## src/rtl/ebus_arbiter.sv

```systemverilog
// EBUS owner arbitration between CON and PI, demand/acknowledge sequencing with timeout,
// and merging of the per-slice driver outputs with parity and contention detection.
module ebus_arbiter #(
   parameter int unsigned NDRV    = 7,
   parameter int unsigned DW      = 36,
   parameter int unsigned TIMEOUT = 15
) (
   input  logic                eboxClk,
   input  logic                eboxReset,
   input  logic                eboxReq,
   input  logic                piReq,
   output logic                eboxGrant,
   output logic                piGrant,
   input  logic                xferStart,
   input  logic [2:0]          xferFunc,
   input  logic                xferAck,
   output logic                ebusDemand,
   output logic [2:0]          ebusFunc,
   output logic                xferDone,
   output logic                xferTimeout,
   input  logic [NDRV-1:0]     drvEn,
   input  logic [NDRV*DW-1:0]  drvData,
   output logic [DW-1:0]       ebusData,
   output logic                ebusParity,
   output logic                contention,
   input  logic                eboxRel
);

   typedef enum logic [1:0] {StIdle, StOwned, StDemand, StRelease} state_t;

   localparam logic [7:0]      LP_TMO_LAST = 8'(TIMEOUT - 1);
   localparam logic [NDRV-1:0] LP_ONE      = NDRV'(1);

   state_t          r_state;
   logic            r_ebox_grant;
   logic            r_pi_grant;
   logic            r_demand;
   logic [2:0]      r_func;
   logic            r_done;
   logic            r_timeout;
   logic [7:0]      r_cnt;
   logic            r_contention;

   logic            w_owner_req;
   logic            w_multi;
   logic [DW-1:0]   w_data;

   assign w_owner_req = (r_ebox_grant & eboxReq) | (r_pi_grant & piReq);

   // Clearing the lowest set bit leaves something only when two or more drivers are on.
   assign w_multi = (drvEn & (drvEn - LP_ONE)) != '0;

   always_comb begin
      w_data = '0;
      for (int i = 0; i < int'(NDRV); i++) begin
         if (drvEn[i]) begin
            w_data = w_data | drvData[i*DW +: DW];
         end
      end
   end

   always_ff @(posedge eboxClk or posedge eboxReset) begin
      if (eboxReset) begin
         r_state      <= StIdle;
         r_ebox_grant <= 1'b0;
         r_pi_grant   <= 1'b0;
         r_demand     <= 1'b0;
         r_func       <= 3'b000;
         r_done       <= 1'b0;
         r_timeout    <= 1'b0;
         r_cnt        <= 8'd0;
      end else begin
         r_done    <= 1'b0;
         r_timeout <= 1'b0;
         case (r_state)
            StIdle: begin
               if (piReq) begin
                  r_pi_grant <= 1'b1;
                  r_state    <= StOwned;
               end else if (eboxReq) begin
                  r_ebox_grant <= 1'b1;
                  r_state      <= StOwned;
               end
            end
            StOwned: begin
               if (!w_owner_req) begin
                  r_ebox_grant <= 1'b0;
                  r_pi_grant   <= 1'b0;
                  r_state      <= StRelease;
               end else if (xferStart) begin
                  r_func   <= xferFunc;
                  r_demand <= 1'b1;
                  r_cnt    <= 8'd0;
                  r_state  <= StDemand;
               end
            end
            StDemand: begin
               // An acknowledge in the final cycle still counts as a completed transfer.
               if (xferAck) begin
                  r_demand <= 1'b0;
                  r_done   <= 1'b1;
                  r_state  <= StOwned;
               end else if (r_cnt == LP_TMO_LAST) begin
                  r_demand  <= 1'b0;
                  r_timeout <= 1'b1;
                  r_state   <= StOwned;
               end else begin
                  r_cnt <= r_cnt + 8'd1;
               end
            end
            StRelease: begin
               r_state <= StIdle;
            end
            default: begin
               r_state <= StIdle;
            end
         endcase
      end
   end

   always_ff @(posedge eboxClk or posedge eboxReset) begin
      if (eboxReset) begin
         r_contention <= 1'b0;
      end else if (w_multi) begin
         r_contention <= 1'b1;
      end else if (eboxRel) begin
         r_contention <= 1'b0;
      end
   end

   assign eboxGrant   = r_ebox_grant;
   assign piGrant     = r_pi_grant;
   assign ebusDemand  = r_demand;
   assign ebusFunc    = r_func;
   assign xferDone    = r_done;
   assign xferTimeout = r_timeout;
   assign contention  = r_contention;
   assign ebusData    = w_data;
   assign ebusParity  = ~^w_data;

endmodule
```

## config.mk

```make
export PLATFORM = sky130hd
export DESIGN_NAME = ebus_arbiter
export DESIGN_NICKNAME = d
export VERILOG_FILES = /design/src/rtl/ebus_arbiter.sv
export SDC_FILE = /design/constraint.sdc
export NUM_CORES = 1
export LEC_CHECK = 0
export ABC_AREA = 1
export CAP_MARGIN = 10
export CORE_AREA = 2 2 122 124
export DETAILED_ROUTE_END_ITERATION = 12
export DIE_AREA = 0 0 124 126
export PLACE_DENSITY = 0.7
export REMOVE_ABC_BUFFERS = 1
export SLEW_MARGIN = 20
export SYNTH_ARGS = -nofsm -noshare
export SYNTH_HDL_FRONTEND = slang
export SYNTH_SLANG_ARGS = --single-unit
```

## constraint.sdc

```tcl
create_clock -name eboxClk -period 2.5 [get_ports eboxClk]
set_clock_uncertainty 0.05 [all_clocks]
set_input_delay 0.375 -clock eboxClk [delete_from_list [all_inputs] [get_ports eboxClk]]
set_output_delay 0.375 -clock eboxClk [all_outputs]
set_load 0.01 [all_outputs]
```

==> results of run 1 <==
[Yosys cell counts (3+ instances only)]
master	instances	area [um2]
nor2_2	7	43.8
nand2_2	17	106
nand2b_1	9	56.3
xor2_1	3	26.3
dfrtp_1	19	475
nand3_1	37	185
buf_6	16	180
inv_2	8	30.0
nand2_4	3	33.8
nand4_1	7	43.8
nand2_1	502	1880
a22o_1	3	26.3
inv_1	69	259
buf_2	11	55.1
nor2_4	5	56.3
a21oi_1	10	50.1
nor2_1	57	214
o21ai_0	6	30.0
nor3_1	14	70.1
[final timing paths]
path                                              start                 endpoint  slack [ns]  cells past startpoint
max in group asynchronous                     eboxReset       xferDone$_DFF_PP0_        1.49                      2
worst max register to register     r_cnt[0]$_DFFE_PP0P_     r_cnt[7]$_DFFE_PP0P_        0.56                     10
min in group asynchronous                     eboxReset     r_cnt[6]$_DFFE_PP0P_        0.48                      2
worst max-delay path                        drvData[43]               ebusParity       -0.02                     19
worst min register to register  ebusFunc[0]$_DFFE_PP0P_  ebusFunc[0]$_DFFE_PP0P_        0.42                      2
worst min-delay path            ebusFunc[0]$_DFFE_PP0P_  ebusFunc[0]$_DFFE_PP0P_        0.42                      2
[layer usage]
layer,track usage (%),vias up,wire length [um]
met5,0,-,0
met4,6.48,0,472
met3,3.53,32,1520
met2,42.0,227,10100
met1,25.0,2741,7450
li1,-,3213,-
[power groups by stage]
| stage | Combinational (mW) | Sequential, mW | Clock [mW] |
|---|---|---|---|
| final | 1.91 | 0.443 | 0.323 |
| after detailed placement | 1.71 | 0.443 | 0 |
| after floorplan | 0.720 | 0.461 | 0 |
| after global placement | 1.70 | 0.444 | 0 |
| after global routing | 2.09 | 0.452 | 0.343 |
| after CTS | 1.79 | 0.442 | 0.330 |
[metrics by stage]
stage / setup WS (ns) / utilization (%) / total power [mW]
6_report: -0.0195 / 59.4 / 2.67
5_1_grt: -0.219 / 59.4 / 2.89
4_1_cts: 0.000153 / 56.0 / 2.56
3_5_place_dp: -0.545 / 53.2 / 2.15
3_3_place_gp: -0.542 / 53.2 / 2.14
2_1_floorplan: 0.544 / - / 1.18
[kinds of logic (layout without fill, tap and decap cells)]
family | Yosys count | after routing | share of synthesized area [%]
adder cells (fa/ha/maj) | 2 | 2 | 0.630
other | 0 | 1 | 0
buffers and inverters | 105 | 468 | 13.3
XOR/XNOR | 5 | 5 | 1.10
flip-flops | 19 | 19 | 12.0
AO/OA/AOI/OAI | 32 | 32 | 5.17
AND/OR/NAND/NOR | 658 | 658 | 67.8
[critical path, cell delays in order]
cell and delay [ns]:
clkdlybuf4s50_1 0.39, nand2_1 0.06, nand2_1 0.05, nor2_2 0.15, nand2_2 0.12, nand2_2 0.08, inv_2 0.05, nor2_4 0.08
nand2_1 0.06, nand2_1 0.08, nand2_1 0.06, nand2_1 0.06, nand2_1 0.06, nand2_2 0.09, inv_2 0.04, nand2_1 0.06
nand3_1 0.06, nand2_1 0.08, buf_6 0.11
[area by class of cell]
| type | instances | area (um2) | area share (%) |
|---|---|---|---|
| clock buffer | 4 | 78.8 | 0.926 |
| inverter | 77 | 289 | 3.40 |
| multi-input combinational | 697 | 3510 | 41.2 |
| sequential | 19 | 475 | 5.59 |
| antenna | 1 | 2.50 | 0.0294 |
| tap | 184 | 230 | 2.71 |
| timing repair buffer | 387 | 3930 | 46.1 |
[state kept, by name, summed over array words and instances, names as in the netlist]
| register | flops |
|---|---|
| r_cnt | 8 |
| ebusFunc | 3 |
| r_state | 2 |
| contention | 1 |
| eboxGrant | 1 |
| ebusDemand | 1 |
| piGrant | 1 |
| xferDone | 1 |
| xferTimeout | 1 |
[timing repair]
item	4_1_cts	5_1_grt
resized for setup	150	135
buffers inserted	9	7
endpoints found under the setup margin	1	1
hold endpoints to repair	0	0
pin swaps	156	148
cloned	1	3
==> reports/metrics.cfg, run 1 <==
[clocking]
clk_path_buf_depth=2
ctsHoldBuffers=0
h-tree-depth=1
clock_latency_ns=0.25
cts_tree=done
cts-root-buf=clkbuf_16
cts_sinks=19
clk_pin_slew_ns=0.05
cts_buffers=3

[final_layout]
drive_above_1_share_pct=23.6
fillers=1377
stdcell_area_mm2=0.00851
final_cells=1369
layout.nets=1456
area_delta_synth_final_pct=114
final_common_cell=nand2_1
most-common-layout-cells=nand2_1, clkdlybuf4s50_1, nand2_2

[synthesis]
synth-seq-cells=19
synth_seq_area_share_pct=12.0
syn_inst=821
yosysWarningCount=0
async_flop_share_pct=100
synth_edf_count=0
synth_cell_type_count=32
synth_ff_type=dfrtp_1
syn-cell-area_mm2=0.00397
syn_avg_cell_area_um2=4.84

[place]
post-dp-hpwl_um=14900
dpl_cell_area_mm2=0.00762
place_inst=1344
routabilityCongestion=0.889
port_buffers=314

[die]
initial_utilization_pct=27.7
rows=44
die_h_um=126
die_area_mm2=0.0156
coreArea_mm2=0.0143
die_x_um=124
io_pins=315

[detailed_routing]
remaining_drc_errors=0
wl_per_cell_um=14.3
drt_iter0_drc=193
wl_um=19600
vias_per_cell=4.54
vias=6213
dr.pass1.iters=4
ant_nets=0

[grt]
grt_first_pass_wirelength_um=27500
grt_pass1_vias=5703
grtUsageTotal_pct=22.2
grt_remaining_overflow=0
antenna_found_initial=1
grt_max_degree=24

[worst_setup_path]
cp_data_required_time_ns=2.08
worstPathArrival_ns=2.09
crit_path_end_kind=output pin
critPathMaxFanout=3
path_class=in -> out
critPathLaunchType=primary input

[timing]
fin_ws_ns=-0.0195
maxSlewViolCount=0
worst_pin_slew_ns=0.686
period_share_pct=101
slew_headroom_pct=54.2
setup_viol=1
max_freq_mhz=397
timing.hold.ws_ns=0.423
period_minus_slack_ns=2.52
finalHoldViolCount=0
rsz0062_at_grt=true
tns_ns=-0.0195

[pwr]
power_density_mw_per_mm2=314
intPower_mw=1.59
p_sw_share_pct=40.4
netSwitchingPower_mw=1.08
power_leakage_nw=4.61
ir_drop_mv=0.386
p_seq_share_pct=16.6
clkPwrFrac_pct=12.1
p_comb_share_pct=71.3

[run]
drv_cap=0

[run_status]
status=finished, violations left
violations=setup timing

[min_path]
hold_class=reg -> reg

(Power assumes the default switching activity.)
==> run 2: changes to the inputs <==
Settings changed: REMOVE_ABC_BUFFERS 1 to default.
==> run 2 against run 1 <==
  * Cell area about the same
  * Critical path type unchanged
  * Largest power group unchanged
  * Combinational power about the same
  * Hold slack lost 0.0010 ns
  * Utilization about the same
  * Largest cell class unchanged
  * Highest routed layer unchanged
  * Die area unchanged
  * The flow still finishes with violations (setup timing)
==> reports/metrics.cfg, run 2 (synthesized netlist as in run 1, its figures left out) <==
[run_status]
status=finished, violations left
violations=setup timing

[min_path]
min_from=ebusFunc[0]$_DFFE_PP0P_
hold_class=reg -> reg

[clocking]
clock_latency_ns=0.25
cts-root-buf=clkbuf_16
clk_path_buf_depth=2
cts_tree=done
h-tree-depth=1
clk_pin_slew_ns=0.05
cts_sinks=19
cts_buffers=3

[final_layout]
drive_above_1_share_pct=24.0
layout.nets=1455
final_cells=1367
area_delta_synth_final_pct=114
top_register=r_cnt
largest_register_ffs=8
diodes=0
utilization_pct=59.4
most-common-layout-cells=nand2_1, clkdlybuf4s50_1, nand2_2
final_common_cell=nand2_1

[detailed_routing]
ant_nets=0
vias=6224
remaining_drc_errors=0
dr.pass1.iters=4
wl_um=19200
drt_iter0_drc=159
vias_per_cell=4.55
wl_per_cell_um=14.0

[worst_setup_path]
crit_path_frequent_cell=nand2_1
rr_startpoint=r_cnt[0]$_DFFE_PP0P_
slowest_stage=clkdlybuf4s50_1
cp_data_required_time_ns=2.08
path_class=in -> out
cp_cell_sequence=clkdlybuf4s50_1 > nand2_1 > nand3_2 > nor3_4 > nand2_1 > nand2_1 > nand2_1 > nand2_1 > nand2_1 > nand2_1 > nand2_1 > nand2_2 > inv_2 > nand2_1 > nand3_1 > nand2_2 > buf_6
critPathBufInv=3
crit_path_end_kind=output pin
path_delay_family=simple AND/OR/NAND/NOR gates
startpoint=drvData[194]
critPathLaunchType=primary input
cpPeakStageDelay_ns=0.41
critPathMaxFanout=3
worstPathArrival_ns=2.14

[place]
place_inst=1348
routabilityCongestion=0.901
port_buffers=314
post-dp-hpwl_um=15300

[die]
die_x_um=124
coreArea_mm2=0.0143
initial_utilization_pct=27.7
die_h_um=126
rows=44
die_area_mm2=0.0156
io_pins=315

[timing]
maxSlewViolCount=0
finalHoldViolCount=0
max_freq_mhz=390
worst_pin_slew_ns=0.703
rsz0062_at_grt=true
slew_headroom_pct=53.1
tns_ns=-0.0666
setup_viol=1
fin_ws_ns=-0.0666
period_share_pct=103
period_minus_slack_ns=2.57

[run]
drv_cap=0

[grt]
antenna_found_initial=0
grt_max_degree=24
grt_pass1_vias=5715
grtUsageTotal_pct=22.2
grt_remaining_overflow=0
grt_first_pass_wirelength_um=27600

[pwr]
power_density_mw_per_mm2=316
finalPower_mw=2.68
power_leakage_nw=4.60
ir_drop_mv=0.500

[synthesis]
syn_nets=1092

==> run 2: cell count changes in the layout (fill, tap and decap cells not counted), sizes merged, moves of 4 or more <==
cell	before	now
dlymetal6s2s	30	38
clkbuf	7	3
buf	77	81
dlygate4sd2	62	20
clkdlybuf4s50	214	247
==> run 2: power by group <==
| group | switching (mW) | total [mW] | internal [mW] |
|---|---|---|---|
| Sequential | 0.0490 | 0.438 | 0.390 |
| Combinational | 0.933 | 1.92 | 0.986 |
| Clock | 0.113 | 0.328 | 0.214 |
| Total | 1.10 | 2.68 | 1.59 |
==> run 2: cell type report <==
class	count	area, um2
Inverter	77	289
Sequential cell	19	475
Multi-Input combinational cell	697	3560
Clock inverter	1	5.00
Timing Repair Buffer	386	3870
Fill cell	1379	5810
Clock buffer	3	75.1
Tap cell	184	230
==> run 2: tightest hold or removal path, stage by stage (launching register included) <==
cell     delay (ns)
dfrtp_1        0.34
nand2_1        0.05
nand2_1        0.05
==> run 2: repair_timing <==
action,in CTS,in global routing
hold buffers,0,0
setup endpoints to repair,1,1
pin swaps,83,158
resized for setup,97,161
buffers inserted,7,8
==> run 2: per-layer routing <==
| metal | GRT usage [%] | up-vias | share of wire, % |
|---|---|---|---|
| met5 | 0 | - | 0 |
| met4 | 4.49 | 0 | 1.9 |
| met3 | 3.53 | 28 | 7.2 |
| met2 | 43.6 | 212 | 54 |
| met1 | 24.6 | 2769 | 37 |
| li1 | - | 3215 | - |
==> run 2: final timing paths <==
path                       slack [ns]  cells after the start                       to
min                              0.42                      2  ebusFunc[0]$_DFFE_PP0P_
max reg2reg                      0.47                     11     r_cnt[6]$_DFFE_PP0P_
min in group asynchronous        0.49                      2     r_cnt[1]$_DFFE_PP0P_
min reg2reg                      0.42                      2  ebusFunc[0]$_DFFE_PP0P_
max                             -0.07                     17               ebusParity
max in group asynchronous        1.46                      2   r_state[0]$_DFFE_PP0P_
==> run 2: per-stage QoR <==
step                hold WS, ns  setup slack (ns)  cell area, um2
detailed placement        0.409            -0.697            7610
global route              0.447            -0.206            8510
global placement          0.408            -0.648            7610
finish                    0.422           -0.0666            8510
CTS                       0.422           -0.0474            7970
floorplan                 0.276             0.340            3970
